[config.mk]
export PLATFORM = sky130hd
export DESIGN_NAME = otter_intr_ctrl
export DESIGN_NICKNAME = d
export VERILOG_FILES = /design/src/rtl/otter_intr_pkg.sv /design/src/rtl/otter_sync.sv /design/src/rtl/otter_intr_ctrl.sv
export SDC_FILE = /design/constraint.sdc
export NUM_CORES = 1
export LEC_CHECK = 0
export CORE_MARGIN = 4
export CORE_UTILIZATION = 45
export DETAILED_ROUTE_END_ITERATION = 12
export GPL_TIMING_DRIVEN = 1
export HOLD_SLACK_MARGIN = 0.05
export PLACE_DENSITY_LB_ADDON = 0.3
export SLEW_MARGIN = 30
export SYNTH_ARGS = -nofsm -noshare
export SYNTH_HDL_FRONTEND = slang
export SYNTH_SLANG_ARGS = --single-unit
[constraint.sdc]
create_clock -name CLK -period 1.8 [get_ports CLK]
set_clock_uncertainty 0.1 [all_clocks]
set_input_delay 0.36 -clock CLK [delete_from_list [all_inputs] [get_ports CLK]]
set_output_delay 0.36 -clock CLK [all_outputs]
set_load 0.1 [all_outputs]
[src/rtl/otter_intr_pkg.sv]
// rtl/otter_intr_pkg.sv - shared FSM state and register address definitions for otter_intr_ctrl
package otter_intr_pkg;

  typedef enum logic [1:0] {
    ST_IDLE    = 2'd0,
    ST_ASSERT  = 2'd1,
    ST_SERVICE = 2'd2
  } intr_state_e;

  localparam logic [1:0] ADDR_ENABLE  = 2'd0;
  localparam logic [1:0] ADDR_MODE    = 2'd1;
  localparam logic [1:0] ADDR_PENDING = 2'd2;
  localparam logic [1:0] ADDR_STATUS  = 2'd3;

endpackage

[src/rtl/otter_sync.sv]
// rtl/otter_sync.sv - WIDTH-wide, STAGES-deep flop-chain synchronizer
module otter_sync #(
  parameter int WIDTH  = 8,
  parameter int STAGES = 2
) (
  input  logic             clk_i,
  input  logic             rst_i,
  input  logic [WIDTH-1:0] d_i,
  output logic [WIDTH-1:0] q_o
);

  logic [STAGES-1:0][WIDTH-1:0] chain_q;

  always_ff @(posedge clk_i) begin
    if (rst_i) begin
      chain_q <= '0;
    end else begin
      chain_q <= {chain_q[STAGES-2:0], d_i};
    end
  end

  assign q_o = chain_q[STAGES-1];

endmodule

[src/rtl/otter_intr_ctrl.sv]
// rtl/otter_intr_ctrl.sv - prioritized interrupt controller with level/edge channels and a
// three-state handshake toward the CU FSM
module otter_intr_ctrl
  import otter_intr_pkg::*;
#(
  parameter int N_CH        = 8,
  parameter int SYNC_STAGES = 2,
  localparam int ID_W       = (N_CH > 1) ? $clog2(N_CH) : 1
) (
  input  logic            CLK,
  input  logic            RST,
  input  logic [N_CH-1:0] IRQ_IN,
  input  logic            CFG_WE,
  input  logic [1:0]      CFG_ADDR,
  input  logic [31:0]     CFG_WD,
  output logic [31:0]     CFG_RD,
  output logic            INTR,
  output logic [ID_W-1:0] INT_ID,
  input  logic            INT_TAKEN,
  input  logic            INT_DONE
);

  logic [N_CH-1:0] irq_sync;
  logic [N_CH-1:0] hist_q;
  logic [N_CH-1:0] enable_q;
  logic [N_CH-1:0] mode_q;
  logic [N_CH-1:0] pend_q, pend_d;
  logic [N_CH-1:0] rise;
  logic [N_CH-1:0] cand;
  logic [N_CH-1:0] clr;
  logic [ID_W-1:0] int_id_q, int_id_d;
  logic [ID_W-1:0] winner;
  logic [31:0]     status;
  logic            take_ok;
  logic            unused_wd;
  intr_state_e     state_q, state_d;

  otter_sync #(
    .WIDTH (N_CH),
    .STAGES(SYNC_STAGES)
  ) u_sync (
    .clk_i(CLK),
    .rst_i(RST),
    .d_i  (IRQ_IN),
    .q_o  (irq_sync)
  );

  assign rise    = irq_sync & ~hist_q;
  assign cand    = pend_q & enable_q;
  assign take_ok = (state_q == ST_ASSERT) && INT_TAKEN;
  assign unused_wd = ^CFG_WD;

  always_comb begin
    clr = '0;
    if (CFG_WE && (CFG_ADDR == ADDR_PENDING)) begin
      clr = CFG_WD[N_CH-1:0];
    end
    if (take_ok) begin
      clr[int_id_q] = 1'b1;
    end
  end

  // Level channels are registered as well so both modes see the same request latency.
  always_comb begin
    pend_d = '0;
    for (int i = 0; i < N_CH; i++) begin
      if (mode_q[i]) begin
        pend_d[i] = rise[i] | (pend_q[i] & ~clr[i]);
      end else begin
        pend_d[i] = irq_sync[i];
      end
    end
  end

  always_comb begin
    winner = '0;
    for (int i = N_CH - 1; i >= 0; i--) begin
      if (cand[i]) begin
        winner = ID_W'(i);
      end
    end
  end

  always_comb begin
    state_d  = state_q;
    int_id_d = int_id_q;
    case (state_q)
      ST_IDLE: begin
        if (|cand) begin
          state_d  = ST_ASSERT;
          int_id_d = winner;
        end
      end
      ST_ASSERT: begin
        if (INT_TAKEN) begin
          state_d = ST_SERVICE;
        end else if (!cand[int_id_q]) begin
          state_d = ST_IDLE;
        end
      end
      ST_SERVICE: begin
        if (INT_DONE) begin
          state_d = ST_IDLE;
        end
      end
      default: state_d = ST_IDLE;
    endcase
  end

  always_ff @(posedge CLK) begin
    if (RST) begin
      hist_q   <= '0;
      enable_q <= '0;
      mode_q   <= '0;
      pend_q   <= '0;
      state_q  <= ST_IDLE;
      int_id_q <= '0;
    end else begin
      hist_q   <= irq_sync;
      pend_q   <= pend_d;
      state_q  <= state_d;
      int_id_q <= int_id_d;
      if (CFG_WE && (CFG_ADDR == ADDR_ENABLE)) begin
        enable_q <= CFG_WD[N_CH-1:0];
      end
      if (CFG_WE && (CFG_ADDR == ADDR_MODE)) begin
        mode_q <= CFG_WD[N_CH-1:0];
      end
    end
  end

  assign INTR   = (state_q == ST_ASSERT);
  assign INT_ID = int_id_q;

  always_comb begin
    status           = '0;
    status[0]        = INTR;
    status[2:1]      = state_q;
    status[8 +: ID_W] = int_id_q;
  end

  always_comb begin
    CFG_RD = '0;
    case (CFG_ADDR)
      ADDR_ENABLE:  CFG_RD = 32'(enable_q);
      ADDR_MODE:    CFG_RD = 32'(mode_q);
      ADDR_PENDING: CFG_RD = 32'(pend_q);
      default:      CFG_RD = status;
    endcase
  end

endmodule

==> results.cfg, run 1 <==
[status]
outcome = complete, but fails checks
violations = negative setup slack

[sta]
setup_viol = 2
slew_violations = 0
fmaxAchievable_mhz = 506
timing.setup.tns_ns = -0.272
hold_viol = 0
rsz0062_at_grt = yes
fin_ws_ns = -0.175
finalCriticalPeriod_ns = 1.98
min_period_over_period_pct = 110

[setup_path]
crit_path_end_kind = primary output
crit_slowest_cell = mux4_2
cpPeakStageDelay_ns = 0.51
path_cells = and2b_4 -> mux4_2 -> buf_12
path_max_fanout = 2
critPathKind = flop to primary output
startpoint_type = flop
cp.arrival_ns = 1.52
critPathRequiredTime_ns = 1.34

[synth]
syn_inst = 265
seq_area_frac_synth_pct = 43.9
synth-seq-cells = 53
synth-edff-count = 0
synthTopCellsByArea = dfxtp_1, mux2i_1, nor2b_1, nand2_1, buf_4
synth_area_um2 = 2420
synth_top_cell_area_share_pct = 43.9
synth.distinct_cells = 34
ys_async_sr_fraction_pct = 0
synth_ff_type = dfxtp_1
yosysTopAreaCell = dfxtp_1
ys_warn_count = 0
avgSynthCellArea_um2 = 9.12

[place]
post-dp-hpwl_um = 3790
placed_cells = 372
portBuffers = 37
routabilityCongestion = 0.848

[clock_network]
htreeDepth = 2
clk_pin_slew_ns = 0.09
root_buffer = clkbuf_8
cts.hold.buffers_added = 0
cts_num_sinks = 53
cts_tree = built
numCtsBuffers = 5
clk-insertion-delay-late_ns = 0.30
cts_buffer_depth = 2

[power]
p_int_mw = 1.77
switching_share_pct = 29.7
vdd_drop_max_mv = 0.620
finalPower_mw = 2.52
p_leak_nw = 1.33
switchingPower_mw = 0.748
p_seq_share_pct = 49.2
power_frac_comb_pct = 19.4
p_per_area_nw_per_um2 = 779
clkPwrFrac_pct = 31.4

[finish]
num-fill-cells = 431
area_growth_pct = 33.6
insertedDiodeCount = 0
layout-drive-gt1-share_pct = 22.4
fin_nets = 359
final_cell_mix = dfxtp_1, nand2_1, nor2b_1, conb_1, mux2i_1
final_common_cell = dfxtp_1
final_cells = 382

[grt]
grt_pass1_vias = 1769
grt-ovfl-total = 0
grt_pass1_wl_um = 8110
track_usage_pct = 15.9
grt_antenna_before_repair = 0
grt_max_degree = 54

[floorplanning]
pin_count = 83
initial_utilization_pct = 46.7
rows = 26
die_h_um = 81.3
die_w_um = 81.3
die-area_um2 = 6610
design.core.area_um2 = 5170

[detailed_routing]
wire_per_inst_um = 13.3
drc = 0
drtIter0Drc = 117
ant_nets = 0
drt_pass1_iterations = 5
vias = 1891
routed_wl_um = 5080
routed_via_density = 4.95

[hold_path]
hp-class = flop to flop

[run]
maxCapViolCount = 0
-- stage by stage --
step                hold slack [ns]  cell area (um2)  setup slack (ns)  utilization (%)
global route                  0.361             3230            -0.209             62.5
global placement              0.316             3090            -0.393             59.7
CTS                           0.343             3230            -0.179             62.5
detailed placement            0.320             3090            -0.401             59.7
floorplan                     0.314             2560            -0.144                -
finish                        0.342             3230            -0.175             62.5
-- power by group through the flow --
| stage | clock, mW | sequential (mW) | combinational [mW] |
|---|---|---|---|
| finish | 0.790 | 1.24 | 0.489 |
| global route | 0.852 | 1.24 | 0.511 |
| CTS | 0.808 | 1.24 | 0.490 |
| detailed placement | 0 | 1.26 | 0.485 |
| global placement | 0 | 1.26 | 0.482 |
| floorplan | 0 | 1.26 | 0.384 |
-- cell usage after synthesis (2+ instances only) --
cell type,number
dfxtp_1,53
nand2_1,43
nor2b_1,26
buf_4,21
mux2i_1,21
nor2_1,18
a21oi_1,9
buf_2,6
clkbuf_1,6
a2111oi_2,5
a211oi_1,5
a21o_1,5
nand3_1,5
o21ai_0,5
nand2b_1,4
nor3_1,4
o21ai_1,4
a22oi_1,3
and3_1,3
mux4_2,3
nand3b_1,2
o211ai_1,2
-- per-layer routing --
metal | up-vias | global-route usage [%] | share of wire [%]
met3 | 6 | 3.33 | 6.2
met1 | 864 | 19.9 | 43
met5 | - | 0 | 0
met2 | 63 | 28.3 | 49
met4 | 0 | 3.21 | 1.0
li1 | 958 | - | -
-- final timing paths --
kind | start | to | slack, ns | cells past startpoint
worst min-delay path | u_sync.chain_q[5] | u_sync.q_o[5] | 0.34 | 1
worst min register to register | u_sync.chain_q[5] | u_sync.q_o[5] | 0.34 | 1
worst max register to register | state_q[1] | pend_q[6] | 0.18 | 6
worst max-delay path | state_q[1] | CFG_RD[0] | -0.18 | 3
-- repair_timing --
item,CTS,global route
setup endpoints to repair,17,3
hold endpoints to repair,0,0
buffers inserted,4,0
pin swaps,3,0
resized for setup,16,0
-- layout make-up --
type                       instances  area, um2  share of cell area [%]
multi-input combinational        198       1280                    39.5
tap                               70       87.6                    2.71
timing repair buffer              54        687                    21.3
clock inverter                     2       38.8                    1.20
sequential                        53       1070                    33.2
clock buffer                       5       68.8                    2.13
-- registers in the layout (all words and copies together) (netlist names) --
register	cells
INT_ID	3
enable_q	8
hist_q	8
mode_q	8
pend_q	8
state_q	2
u_sync.chain_q	8
u_sync.q_o	8
-- worst max-delay path, delay by kind of cell, from the launching register on --
kind,cells,cell delay (ns)
simple gates,1,0.18
buf+inv,1,0.19
flops,1,0.33
mux,1,0.51
-- cells by family (layout without fill, tap and decap cells) --
logic type | after synthesis | in the layout | synth area share [%]
AOI/OAI and AO/OA | 43 | 43 | 13.3
buffers and inverters | 34 | 61 | 9.16
muxes | 24 | 24 | 11.5
other | 1 | 21 | 0.155
and+or+nand+nor | 110 | 110 | 22.0
DFF | 53 | 53 | 43.9
Power figures use the tool's default switching activity.
==> run 2, diff against run 1 <==
==> constraint.sdc (replaced) <==
create_clock -name CLK -period 1.8 [get_ports CLK]
set_clock_uncertainty 0.1 [all_clocks]
set_input_delay 0.27 -clock CLK [delete_from_list [all_inputs] [get_ports CLK]]
set_output_delay 0.27 -clock CLK [all_outputs]
set_load 0.1 [all_outputs]
==> run 2 against run 1 <==
  * The flow still finishes with violations (negative setup slack)
  * Worst setup slack gained 0.094 ns
  * Utilization shrank 0.60 points
  * Sequential cell count is the same
  * Routed wire length grew 3.9%
  * Largest cell class unchanged
==> results.cfg, run 2 (same netlist as run 1, synthesis figures left out) <==
[finish]
insertedDiodeCount = 0
area_growth_pct = 32.3
final_common_cell = dfxtp_1
final_cell_mix = dfxtp_1, nand2_1, nor2b_1, mux2i_1, conb_1
final_area_um2 = 3200
fin_nets = 357
layout-drive-gt1-share_pct = 19.9

[detailed_routing]
wire_per_inst_um = 13.9
drt_pass1_iterations = 4
drtIter0Drc = 146
drc = 0
routed_via_density = 5.05
vias = 1924
ant_nets = 0
routed_wl_um = 5280

[sta]
rsz0062_at_grt = yes
timing.setup.tns_ns = -0.0843
slew_violations = 0
finalCriticalPeriod_ns = 1.88
fin_ws_ns = -0.0818
min_period_over_period_pct = 105
setup_viol = 3
fmaxAchievable_mhz = 531
timing.hold.ws_ns = 0.191
hold_viol = 0

[hold_path]
hp-class = input pin to flop
hold_depth = 2
hold_start = RST
hold-path-endpoint = u_sync.chain_q[1]

[grt]
grt_max_degree = 30
track_usage_pct = 17.1
grt_pass1_wl_um = 8610
grt_antenna_before_repair = 0
grt-ovfl-total = 0
grt_pass1_vias = 1790

[power]
vdd_drop_max_mv = 0.533
p_leak_nw = 1.32
finalPower_mw = 2.55
p_per_area_nw_per_um2 = 796

[run]
maxCapViolCount = 0

[floorplanning]
design.core.area_um2 = 5170
rows = 26
die_h_um = 81.3
initial_utilization_pct = 46.7
pin_count = 83
die_w_um = 81.3
die-area_um2 = 6610

[setup_path]
path_cells = and2b_4 -> mux4_2 -> buf_12
path_max_fanout = 2
reg2reg_to = pend_q[6]
cp.arrival_ns = 1.51
regToRegSetupSlack_ns = 0.17
crit_path_end_kind = primary output
r2r_start = state_q[1]
critPathRequiredTime_ns = 1.43
critPathKind = flop to primary output
r2r_cells = 6
crit_slowest_cell = mux4_2
startpoint_type = flop
cpPeakStageDelay_ns = 0.50

[clock_network]
cts_buffer_depth = 2
clk-insertion-delay-late_ns = 0.30
numCtsBuffers = 5
cts_num_sinks = 53
cts_tree = built
clk_pin_slew_ns = 0.09
htreeDepth = 2
root_buffer = clkbuf_8

[place]
placedInstanceArea_um2 = 3050
dp_worst_setup_slack_ns = -0.319
post-dp-hpwl_um = 3900
routabilityCongestion = 0.895
portBuffers = 37

[status]
outcome = complete, but fails checks
violations = negative setup slack
-- run 2: cell count changes in the layout (fill, tap and decap cells not counted), sizes merged --
cell,previous run,this run
buf,35,31
clkbuf,5,7
clkdlybuf4s15,0,1
dlygate4sd2,0,1
inv,1,0
-- run 2: repair_timing --
action / CTS / global route
setup endpoints to repair: 11 / 3
gates resized for setup: 6 / 0
buffers inserted: 3 / 1
hold buffers: 0 / 0
pin swaps: 0 / 0
endpoints found under the hold margin: 0 / 0
-- run 2: per-layer routing --
metal | GRT usage (%) | up-vias | part of all wire [%]
li1 | - | 954 | -
met1 | 21.2 | 908 | 43
met2 | 29.1 | 54 | 50
met3 | 4.10 | 8 | 5.8
met4 | 5.41 | 0 | 1.1
met5 | 0 | - | 0
-- run 2: layout make-up --
cell class | count | area [um2]
timing repair buffer | 52 | 682
clock buffer | 7 | 86.3
clock inverter | 1 | 30.0
tap | 70 | 87.6
multi-input combinational | 198 | 1250
fill | 437 | 1970
sequential | 53 | 1070
-- run 2: worst max path at each step --
stage / from / slack, ns / cells past startpoint / to
after floorplan: state_q[1] / -0.007 / 2 / CFG_RD[0]
after global placement: CFG_ADDR[1] / -0.31 / 3 / CFG_RD[0]
after detailed placement: CFG_ADDR[1] / -0.32 / 3 / CFG_RD[1]
after CTS: state_q[1] / -0.09 / 3 / CFG_RD[0]
after global routing: state_q[1] / -0.12 / 3 / CFG_RD[0]
final: state_q[1] / -0.08 / 3 / CFG_RD[0]
-- run 2: through the flow --
stage | utilization (%) | cells
after CTS | 61.7 | 380
after global placement | 58.9 | 369
final | 61.9 | 381
after floorplan | - | 285
after detailed placement | 58.9 | 369
after global routing | 61.9 | 381
-- run 2: critical path, delay by kind of cell, from the launching register on --
| family | cells | cell delay [ns] |
|---|---|---|
| mux | 1 | 0.50 |
| flops | 1 | 0.33 |
| simple gates | 1 | 0.19 |
| buf+inv | 1 | 0.19 |
-- run 2: power breakdown --
group          internal (mW)  total, mW  switching, mW
Clock                  0.454      0.826          0.372
Combinational          0.141      0.482          0.342
Sequential              1.21       1.24         0.0261
Total                   1.81       2.55          0.740
